### config.mk
export PLATFORM = sky130hd
export DESIGN_NAME = poly_nco
export DESIGN_NICKNAME = d
export VERILOG_FILES = /design/src/rtl/poly_nco.sv
export SDC_FILE = /design/constraint.sdc
export NUM_CORES = 1
export LEC_CHECK = 0
export CORE_MARGIN = 2
export CORE_UTILIZATION = 28
export CTS_CLUSTER_DIAMETER = 150
export DETAILED_ROUTE_END_ITERATION = 6
export PLACE_DENSITY = 0.47
export SETUP_SLACK_MARGIN = 0.5
export SLEW_MARGIN = 10
export SYNTH_ARGS = -nofsm -noshare
export SYNTH_HDL_FRONTEND = slang
export SYNTH_SLANG_ARGS = --single-unit
### constraint.sdc
create_clock -name clk -period 8.7 [get_ports clk]
set_input_delay 2.175 -clock clk [delete_from_list [all_inputs] [get_ports clk]]
set_output_delay 2.175 -clock clk [all_outputs]
set_load 0.005 [all_outputs]
### src/rtl/poly_nco.sv
// Polyphonic numerically-controlled oscillator: NUM_VOICES phase accumulators
// are stepped one per clock once per sample period and mixed into one sample.
module poly_nco #(
  parameter int NUM_VOICES = 4,
  parameter int ACC_W      = 32,
  parameter int OUT_W      = 16,
  parameter int SAMPLE_DIV = 2268
) (
  input  logic                          clk,
  input  logic                          rst_n,
  input  logic                          cfg_we,
  input  logic [$clog2(NUM_VOICES)-1:0] cfg_addr,
  input  logic [ACC_W-1:0]              cfg_tuning,
  input  logic [1:0]                    cfg_mode,
  input  logic                          cfg_gate,
  output logic [OUT_W-1:0]              sample_out,
  output logic                          sample_valid,
  output logic [NUM_VOICES-1:0]         square_out,
  output logic                          busy
);

  localparam int IDX_W = $clog2(NUM_VOICES);
  localparam int SUM_W = OUT_W + IDX_W;
  localparam int DIV_W = $clog2(SAMPLE_DIV);

  if (NUM_VOICES < 2 || NUM_VOICES > 16 || (NUM_VOICES & (NUM_VOICES - 1)) != 0) begin : g_bad_voices
    $error("poly_nco: NUM_VOICES must be a power of two in 2..16");
  end
  if (OUT_W > ACC_W) begin : g_bad_out_w
    $error("poly_nco: OUT_W must not exceed ACC_W");
  end
  if (SAMPLE_DIV < NUM_VOICES + 2) begin : g_bad_div
    $error("poly_nco: SAMPLE_DIV must be at least NUM_VOICES+2");
  end

  typedef enum logic [1:0] {
    ST_IDLE,
    ST_RUN,
    ST_DONE
  } state_e;

  typedef enum logic [1:0] {
    MODE_SQUARE = 2'b00,
    MODE_SAW    = 2'b01,
    MODE_TRI    = 2'b10,
    MODE_SILENT = 2'b11
  } mode_e;

  typedef struct packed {
    logic [ACC_W-1:0] tuning;
    mode_e            mode;
    logic             gate;
  } voice_cfg_t;

  voice_cfg_t       cfg_q [NUM_VOICES];
  logic [ACC_W-1:0] acc_q [NUM_VOICES];

  state_e           state_q, state_d;
  logic [DIV_W-1:0] div_q;
  logic [IDX_W-1:0] idx_q;
  logic [SUM_W-1:0] sum_q;
  logic             tick;
  logic             last_voice;

  voice_cfg_t       cur_cfg;
  logic [ACC_W-1:0] acc_next;
  logic [OUT_W-1:0] phase;
  logic [OUT_W-1:0] tri_u;
  logic [OUT_W-1:0] wave;
  logic [OUT_W-1:0] contrib;
  logic [SUM_W-1:0] sum_next;

  // Voice configuration. A write landing in a voice's RUN slot is seen by the
  // datapath only from the following sample, because the slot reads cfg_q.
  // NOTE: the config and accumulator arrays are small flop banks, not RAM, so
  // they take the asynchronous reset like every other register here.
  always_ff @(posedge clk or negedge rst_n) begin
    if (!rst_n) begin
      for (int v = 0; v < NUM_VOICES; v++) begin
        cfg_q[v] <= '{tuning: '0, mode: MODE_SQUARE, gate: 1'b0};
      end
    end else if (cfg_we) begin
      cfg_q[cfg_addr] <= '{tuning: cfg_tuning, mode: mode_e'(cfg_mode), gate: cfg_gate};
    end
  end

  // Free-running sample-rate divider.
  assign tick = (div_q == DIV_W'(SAMPLE_DIV - 1));

  // NOTE: every clocked block uses non-blocking assignments so all registers
  // update from the same pre-edge values regardless of statement order.
  always_ff @(posedge clk or negedge rst_n) begin
    if (!rst_n) begin
      div_q <= '0;
    end else if (tick) begin
      div_q <= '0;
    end else begin
      div_q <= div_q + DIV_W'(1);
    end
  end

  // Per-slot voice datapath: next phase, waveform shaping, mixing.
  always_comb begin
    // NOTE: defaults first so no path through this block can infer a latch.
    cur_cfg  = cfg_q[idx_q];
    acc_next = cur_cfg.gate ? (acc_q[idx_q] + cur_cfg.tuning) : '0;
    phase    = acc_next[ACC_W-1 -: OUT_W];
    tri_u    = {phase[OUT_W-2:0], 1'b0};
    wave     = '0;
    if (phase[OUT_W-1]) begin
      tri_u = ~tri_u;
    end
    case (cur_cfg.mode)
      MODE_SQUARE: wave = phase[OUT_W-1] ? {1'b1, {(OUT_W-1){1'b0}}}
                                         : {1'b0, {(OUT_W-1){1'b1}}};
      MODE_SAW:    wave = {~phase[OUT_W-1], phase[OUT_W-2:0]};
      MODE_TRI:    wave = {~tri_u[OUT_W-1], tri_u[OUT_W-2:0]};
      default:     wave = '0;
    endcase
    contrib  = cur_cfg.gate ? wave : '0;
    sum_next = sum_q + {{IDX_W{contrib[OUT_W-1]}}, contrib};
  end

  assign last_voice = (idx_q == IDX_W'(NUM_VOICES - 1));

  always_ff @(posedge clk or negedge rst_n) begin
    if (!rst_n) begin
      state_q <= ST_IDLE;
    end else begin
      state_q <= state_d;
    end
  end

  always_comb begin
    state_d = state_q;
    case (state_q)
      ST_IDLE: if (tick) state_d = ST_RUN;
      ST_RUN:  if (last_voice) state_d = ST_DONE;
      ST_DONE: state_d = ST_IDLE;
      default: state_d = ST_IDLE;
    endcase
  end

  // Sequencer datapath. The output register loads on the final RUN edge so
  // that sample_out and sample_valid are both presented during DONE.
  always_ff @(posedge clk or negedge rst_n) begin
    if (!rst_n) begin
      idx_q        <= '0;
      sum_q        <= '0;
      sample_out   <= '0;
      sample_valid <= 1'b0;
      for (int v = 0; v < NUM_VOICES; v++) begin
        acc_q[v] <= '0;
      end
    end else begin
      sample_valid <= 1'b0;
      case (state_q)
        ST_IDLE: begin
          if (tick) begin
            idx_q <= '0;
            sum_q <= '0;
          end
        end
        ST_RUN: begin
          acc_q[idx_q] <= acc_next;
          sum_q        <= sum_next;
          idx_q        <= idx_q + IDX_W'(1);
          if (last_voice) begin
            // Top OUT_W bits of the sum equal the arithmetic shift by IDX_W.
            sample_out   <= sum_next[SUM_W-1 -: OUT_W];
            sample_valid <= 1'b1;
          end
        end
        default: ;
      endcase
    end
  end

  always_comb begin
    for (int v = 0; v < NUM_VOICES; v++) begin
      square_out[v] = acc_q[v][ACC_W-1];
    end
  end

  assign busy = (state_q != ST_IDLE);

endmodule

; Word level (Yosys, flattened, before mapping)
; Cells that the tools add are included.
[word_totals]
inputBits = 40
latch_bits = 0
out_inout_bits = 22
ff_bits = 319
ram_bits = 0
word_cells = 78
mem_bits_ro = 0
mem_count = 0
[classes]
shift = 0
n_div = 0
order_cmp = 4
n_bitwise = 5
n_eq_ne = 7
multipliers = 0
n_addsub = 4
reduce_logical = 9
muxes = 27
[op_table]
columns = operator, n
row1 = 140-bit bitwise mux, 1
row2 = 128-bit bitwise mux, 1
row3 = 32-bit 2-to-1 mux, 4
row4 = 35-bit 2-to-1 mux, 3
row5 = 35-bit binary-select mux with 2-bit select, 1
row6 = 35-bit demux with 2-bit select, 1
row7 = 32-bit binary-select mux with 2-bit select, 1
row8 = 32-bit demux with 2-bit select, 1
row9 = 16-bit 2-to-1 mux, 3
row10 = 16-bit case mux with 3 select lines, 1
row11 = 18-bit case mux with 2 select lines, 1
row12 = 32-bit adder, 1
row13 = 18-bit adder, 1
row14 = 18-bit 2-to-1 mux, 1
row15 = 16-bit inverter, 1
row16 = "12-bit by 1-bit adder with 12-bit output, second input constant", 1
row17 = "12-bit == test, second input constant", 1
row18 = 12-bit 2-to-1 mux, 1
row19 = 2-bit case mux with 2 select lines, 2
row20 = "3-bit >= comparator, second input constant", 2
row21 = "3-bit by 1-bit < comparator with 1-bit output, second input constant", 2
row22 = 2-bit 2-to-1 mux, 3
row23 = 2-bit inverter with 3-bit output, 2
row24 = 2-bit AND reduction, 3
row25 = other kinds (9), 17

; Longest topological paths before layout
; Gate-level depths: netlist of run 1.
[logic_depth]
ltp_word = 13
mapped_depth = 29
ltp_nobuf = 26

; Worst setup path before layout of run 1
; No wires, ideal clock.
[synth_timing]
kind = flip-flop to flip-flop
from = reg idx_q[0]
to = reg sample_out[14]
setup_time_ns = 0.133
path_slack_ns = 1.822
path_buffers = 3
synth_period_minus_slack_ns = 6.878
arrival_time_ns = 6.745
stages_incl_launch_ff = 27
required_time_ns = 8.567
cell_sequence = dfrtp_1 -> buf_4 -> clkbuf_1 -> buf_1 -> mux4_2 -> ha_1 -> o21ai_1 -> or3_4 -> o21ai_2 -> nand3_2 -> and3_4 -> nor3_1 -> nor3_1 -> a21oi_1 -> nor2_1 -> ha_1 -> fa_1 -> a21o_1 -> a21oi_1 -> o21bai_1 -> a21bo_2 -> a21o_1 -> a2111oi_0 -> o31ai_1 -> a21oi_1 -> xor2_1 -> o21ai_0
[synth_between]
elab_chain_len = 12
elab_cells_between_ends = 22
cone_classes = add/sub: 2 / eq/ne: 3 / mux: 11 / bitwise: 4 / reduce/logical: 2
[synth_rtl]
columns = element, line
row1 = from (decl), 60  ; logic [IDX_W-1:0] idx_q;
row2 = from (signal assigned), 167  ; idx_q <= idx_q + IDX_W'(1);
row3 = 2-bit inverter with 3-bit output (implied by the code), "105, 106"
row4 = 32-bit binary-select mux with 2-bit select or 35-bit binary-select mux with 2-bit select (tied branches), "106, 105"
row5 = 32-bit 2-to-1 mux (implied by the code) or 35-bit 2-to-1 mux (tied branches) (2 in a row), "106, 105"
row6 = 32-bit adder, 106  ; acc_next = cur_cfg.gate ? (acc_q[idx_q] + cur_cfg.tuning) : '0;
row7 = 32-bit 2-to-1 mux, 106
row8 = 16-bit inverter, 111  ; tri_u = ~tri_u;
row9 = 16-bit 2-to-1 mux, 110  ; if (phase[OUT_W-1]) begin
row10 = 1-bit inverter, 117  ; MODE_TRI: wave = {~tri_u[OUT_W-1], tri_u[OUT_W-2:0]};
row11 = 16-bit case mux with 3 select lines, 113  ; case (cur_cfg.mode)
row12 = 16-bit 2-to-1 mux, 120  ; contrib = cur_cfg.gate ? wave : '0;
row13 = 18-bit adder, 121  ; sum_next = sum_q + {{IDX_W{contrib[OUT_W-1]}}, contrib};
row14 = to (signal assigned), 170  ; sample_out <= sum_next[SUM_W-1 -: OUT_W];
row15 = to (decl), 16  ; output logic [OUT_W-1:0] sample_out,
; Several ways; a longest one is shown, not always the timed one. The select of a mux whose other input is x is not followed.
; A chain may end at the register's enable or synchronous reset.

; Worst setup path in the final report of run 1
; Same ends and word-level chain as after synthesis.

==> qor.txt, run 1 <==
RSZ-0062 raised after global routing -> no
worst-path maximum fanout -> 24
Num CTS Buffers -> 37
post-synthesis cell area -> 16200 sq um
period utilisation layout -> 85.5%
most common cell after layout, fill and taps aside -> dfrtp_1
relative slew slack -> 31.7%
Clock Skew -> 0.0186 ns
Post-synth EDFFs -> 0
top-area cell type share of the netlist area -> 49.2%
syn_area_per_cell -> 11.3 sq um
Worst Max-Slew Pin Slew -> 1.02 ns
antenna violations before repair -> 0
Clock Tree Root -> clkbuf_16
R2R cell count -> 24
Power Density -> 203 nW/um^2
Initial Util -> 28.2%
Worst Hold Path EP -> div_q[0]
hold path cells -> 1
post-synthesis register bit count -> 319
worst vdd ir -> 0.000122 V
die footprint -> 59900 sq um
largest net degree at the start of global routing -> 158
switching portion of total power -> 26.4%
Area contributors post-synth -> dfrtp_1 (49%), mux2_2 (9.9%), mux4_2 (8.7%), o21ai_0 (5.6%), nand2_1 (5.1%)
final hold slack -> 0.462 ns
Via Count -> 11000
Remaining DRCs -> 0
Setup violations, final -> 0
DP Worst Slack -> 0.537 ns
layout cells sized above 1 -> 20.5%
setup TNS -> 0 ns
WP data arrival -> 7.81 ns
vias per cell -> 4.83
Layout Cells excl Fill -> 2272
fin util -> 33.0%
combinational share of power -> 15.6%
biggest area consumer among synthesized cells -> dfrtp_1
ANT cells -> 0
Detail Route Antenna Nets -> 0
Core Footprint -> 57500 sq um
clock-pin slew on the worst setup and hold paths -> 0.05 ns
Distinct cells, synth -> 63
vias in the first global route -> 11500
Mapped Nets -> 1532
Max-Cap Viols -> 0
P_sw -> 1010 uW
Clk Latency, worst-skew pair -> 0.55 ns
DR WL/cell -> 17.9 um
GPL Wtd Cong -> 0.814
RR Endpoint -> sample_out[14]
wirelength, routed -> 40.7 mm
Horiz. Die Dim -> 245 um
# clock sinks -> 319
die height -> 245 um
Port Buffers -> 61
asr flop ratio synth -> 100%
FF/Latch Area -> 7990 sq um
I/O pins -> 62
htree depth -> 2
global-route wire length before repair -> 66.4 mm
CTS max path bufs -> 3
Final HPWL DP -> 26.7 mm
worst reg2reg path startpoint -> idx_q[0]
critical path endpoint category -> register
CTS tree -> done
filler instances -> 5784
DRT Pass-1 Iters -> 5
detailed router's first-iteration violation count -> 559
Syn-to-layout area delta -> 16.8%
top_reg_cell synth -> dfrtp_1
row count -> 88
Pleak -> 0.00804 uW
worst hold path type -> reg -> reg
min Tclk post-route -> 7.44 ns
HP Start -> div_q[0]
setup ws final -> 1.26 ns
gr ovfl total -> 0
register area share after synthesis -> 49.2%
classification of the worst setup path -> reg -> reg
P_int -> 2830 uW
status -> completed
DP Cell Count -> 2207
final hold viol count -> 0
area of the multi-input gates -> 7870 sq um
synthesis warning total -> 0
Gate Count Post-Synth -> 1437
Final Max Slew Viols -> 0
gr usage total -> 14.0%
reg2reg setup slack -> 1.26 ns
Max Fclk -> 134 MHz
Final nets -> 1577
Clk pwr share -> 40.9%
Req. time, crit path -> 9.08 ns
crit start category -> register
sequential power share -> 43.4%
commonest cells after routing, fill and taps aside -> dfrtp_1 (317), nand2_1 (215), o21ai_0 (183)
[area by class of cell]
class                      instances  share of cell area (%)
timing repair buffer              83                    4.32
inverter                          22                   0.436
tap                              765                    5.05
clock inverter                     7                   0.482
clock buffer                      57                    5.98
sequential                       319                    42.2
multi-input combinational       1019                    41.5
[how the worst max path moves through the flow]
stage	from	end	slack, ns	depth (start not counted)
finish	idx_q[0]	sample_out[14]	1.26	24
global route	idx_q[0]	sample_out[14]	0.58	24
CTS	idx_q[0]	sample_out[14]	0.52	24
detailed placement	idx_q[0]	sample_out[14]	0.54	24
global placement	idx_q[0]	sample_out[14]	0.72	24
floorplan	idx_q[0]	sample_out[14]	1.82	26
[repair_timing]
action,CTS,global route
hold buffers,0,0
resized for setup,0,1
endpoints found under the setup margin,0,6
setup buffers,0,1
[Yosys cell counts, types with 26 or more instances]
cell type,count
nand3_1,26
ha_1,53
xor2_1,27
nand2_1,219
nor2_1,49
xnor2_1,27
a21oi_1,51
dfrtp_1,319
mux2_2,142
mux4_2,63
o21ai_0,183
clkbuf_1,58
[sequential cells by signal (all words and copies together) (netlist names)]
signal and count:
cfg_q 140, acc_q 124, sum_q 18, sample_out 16, div_q 12, square_out 4, idx_q 2, state_q 2
sample_valid 1
[worst max-delay path: stages (launching register included)]
cell and delay [ns]:
dfrtp_4 0.82, buf_4 0.36, mux4_2 0.55, ha_1 0.35, o21ai_1 0.11, or3_4 0.42
o21ai_2 0.21, nand3_2 0.12, and3_4 0.18, nor3_2 0.58, nor3_1 0.21, a21oi_1 0.17
nor2_1 0.06, ha_1 0.22, fa_1 0.40, a21o_1 0.17, a21oi_1 0.22, o21bai_1 0.11
a21bo_2 0.24, a21o_1 0.18, a2111oi_0 0.86, o31ai_1 0.18, a21oi_1 0.21, xor2_1 0.19
o21ai_0 0.09
[logic make-up (layout without fill, tap and decap cells)]
logic type / Yosys count / in the layout / share of synthesized area [%]
simple gates: 359 / 359 / 9.70
compound gates: 333 / 333 / 12.0
flops: 319 / 319 / 49.2
mux: 218 / 218 / 19.4
buf+inv: 99 / 169 / 2.45
fa+ha+maj: 55 / 55 / 4.34
xor+xnor: 54 / 54 / 2.92
[stage by stage]
step / instance area [sq um] / total power, uW
after floorplan: 16200 / 2090
after global placement: 17700 / 2290
after detailed placement: 17700 / 2300
after CTS: 18900 / 3900
after global routing: 18900 / 4040
final: 18900 / 3840
[layer usage]
layer  vias up  global-route usage (%)  share of wire (%)
li1       5267                       -                  -
met1      5508                    19.4                 48
met2       166                    22.6                 47
met3        40                    1.99                3.2
met4         0                    4.27                2.0
met5         -                       0                  0
[power groups by stage]
stage	clock network, uW	registers [uW]	logic, uW
6_report	1570	1670	602
5_1_grt	1690	1680	669
4_1_cts	1620	1670	610
3_5_place_dp	0	1690	606
3_3_place_gp	0	1700	595
2_1_floorplan	0	1670	422
(Power assumes the default switching activity.)
==> inputs of run 2 (changes only) <==
--- a/config.mk
+++ b/config.mk
@@ -9,7 +9,8 @@
 export CORE_UTILIZATION = 28
 export CTS_CLUSTER_DIAMETER = 150
 export DETAILED_ROUTE_END_ITERATION = 6
-export PLACE_DENSITY = 0.47
+export PLACE_DENSITY_LB_ADDON = 0.3
+export REMOVE_ABC_BUFFERS = 1
 export SETUP_SLACK_MARGIN = 0.5
 export SLEW_MARGIN = 10
 export SYNTH_ARGS = -nofsm -noshare
==> qor.txt, run 2 (synthesis results as in run 1) <==
crit start category -> register
layout cells sized above 1 -> 20.5% (-0.053 points)
die height -> 245 um (unchanged)
Clock Skew -> 0.0207 ns (+0.00216 ns)
Highest Signal Layer -> met4
htree depth -> 2 (unchanged)
Remaining DRCs -> 0 (unchanged)
setup TNS -> 0 ns (unchanged)
Final nets -> 1574 (-0.19%)
worst hold path type -> reg -> reg
largest registers -> cfg_q x140, acc_q x124, sum_q x18
Clock Tree Root -> clkbuf_16
worst vdd ir -> 0.000106 V (-14%)
commonest cells after routing, fill and taps aside -> dfrtp_1 (317), nand2_1 (215), o21ai_0 (183)
Horiz. Die Dim -> 245 um (unchanged)
Core Footprint -> 57500 sq um (unchanged)
metal2 WL -> 18.3 mm (-4.2%)
Final Max Slew Viols -> 0 (unchanged)
gr usage total -> 13.4% (-0.60 points)
Most flops, register -> cfg_q
most common cell after layout, fill and taps aside -> dfrtp_1
relative slew slack -> 32.4% (+0.69 points)
number of flip-flops in the largest register -> 140 (unchanged)
clock-pin slew on the worst setup and hold paths -> 0.06 ns (about the same)
final hold slack -> 0.461 ns (-0.000486 ns)
critical path endpoint category -> register
Syn-to-layout area delta -> 16.3%
final hold viol count -> 0 (unchanged)
row count -> 88 (unchanged)
gr ovfl total -> 0 (unchanged)
sequential power share -> 44.1% (+0.7 points)
largest net degree at the start of global routing -> 172 (+8.9%)
Pleak -> 0.00798 uW (-0.74%)
final instance area -> 18900 sq um (-0.45%)
Clk pwr share -> 40.0% (-0.9 points)
global-route wire length before repair -> 64.4 mm (-3.0%)
metal3 WL -> 1.36 mm (+2.6%)
Initial Util -> 28.2% (unchanged)
DR WL/cell -> 17.1 um (-4.7%)
antenna violations before repair -> 0 (unchanged)
P_int -> 2760 uW (-2.4%)
wirelength, routed -> 38.8 mm (-4.7%)
# clock sinks -> 319 (unchanged)
switching portion of total power -> 26.8% (+0.46 points)
Detail Route Antenna Nets -> 0 (unchanged)
Clk Latency, worst-skew pair -> 0.55 ns (about the same)
I/O pins -> 62 (unchanged)
min Tclk post-route -> 7.41 ns (-0.0294 ns)
ANT cells -> 0 (unchanged)
period utilisation layout -> 85.1% (-0.34 points)
GPL Wtd Cong -> 0.800 (-1.6%)
Worst Max-Slew Pin Slew -> 1.01 ns (-0.0103 ns)
Setup violations, final -> 0 (unchanged)
worst-path maximum fanout -> 49 (+100%)
Req. time, crit path -> 9.08 ns (about the same)
Via Count -> 11000 (-0.0091%)
hold-fix buffers at CTS -> 0 (unchanged)
Port Buffers -> 61 (unchanged)
met1 WL -> 18.5 mm (-5.1%)
vias per cell -> 4.83 (about the same)
WP data arrival -> 7.79 ns (-0.02 ns)
DRT Pass-1 Iters -> 4 (-1)
CTS max path bufs -> 3 (unchanged)
status -> completed
die footprint -> 59900 sq um (unchanged)
post-CTS sizing -> 0 (unchanged)
vias in the first global route -> 11700 (+1.1%)
reg2reg setup slack -> 1.29 ns (+0.03 ns)
classification of the worst setup path -> reg -> reg
Post-DP Area -> 17700 sq um (about the same)
P_sw -> 1010 uW (about the same)
detailed router's first-iteration violation count -> 630 (+13%)
Final HPWL DP -> 25.0 mm (-6.6%)
combinational share of power -> 15.8% (+0.2 points)
RSZ-0062 raised after global routing -> no
Max-Cap Viols -> 0 (unchanged)
Max Fclk -> 135 MHz (+0.40%)
Setup Buffers After CTS -> 0 (unchanged)
CTS tree -> done
Num CTS Buffers -> 37 (unchanged)
Power Density -> 200 nW/um^2 (-1.3%)
-- run 2: stage by stage --
| step | power, uW | setup WS (ns) | utilization (%) | instances |
|---|---|---|---|---|
| finish | 3780 | 1.29 | 32.8 | 2271 |
| global route | 3970 | 0.563 | 32.8 | 2271 |
| CTS | 3830 | 1.17 | 32.8 | 2271 |
| detailed placement | 2290 | 1.21 | 30.8 | 2205 |
| global placement | 2280 | 1.28 | 30.8 | 2205 |
| floorplan | 2090 | 0.398 | - | 1360 |
-- run 2: per-layer routing --
metal,global-route usage (%),vias up
li1,-,5262
met1,18.2,5526
met2,22.1,152
met3,2.41,40
met4,3.21,0
met5,0,-
-- run 2: layout make-up --
cell class	instances	area [sq um]
fill	5796	38600
sequential	319	7990
multi-input combinational	1019	7860
clock buffer	53	1070
tap	765	957
timing repair buffer	80	796
clock inverter	13	106
inverter	22	82.6
-- run 2: critical path, cell delays in order, from the launching register on --
cell       delay (ns)
dfrtp_4          1.06
mux4_2           0.62
ha_1             0.25
inv_1            0.09
fa_1             0.21
nor2b_1          0.08
o31ai_2          0.36
a211oi_2         0.21
nor4_1           0.38
o21bai_1         0.11
a21oi_1          0.19
xnor2_1          0.24
o21ai_0          0.14
a21oi_1          0.16
nor2_1           0.06
ha_1             0.23
fa_1             0.42
a21o_1           0.17
a21oi_1          0.21
o21bai_1         0.12
a21bo_2          0.24
a21o_1           0.18
a2111oi_0        0.76
o31ai_1          0.19
a21oi_1          0.22
xor2_1           0.19
o21ai_0          0.11
-- run 2: final timing paths --
check,from,endpoint,cells after the start
hold reg to reg,div_q[0],div_q[0],1
setup reg to reg,idx_q[0],sum_q[16],26
hold / removal,div_q[0],div_q[0],1
min in group asynchronous,rst_n,sample_valid,1
max in group asynchronous,rst_n,cfg_q[136],2
setup / recovery,idx_q[0],sum_q[16],26
-- run 2: power groups by stage --
stage          Sequential [uW]  Clock [uW]  Combinational (uW)
5_1_grt                   1680        1620                 665
4_1_cts                   1670        1560                 604
3_3_place_gp              1690           0                 588
3_5_place_dp              1690           0                 601
6_report                  1670        1510                 597
2_1_floorplan             1670           0                 417
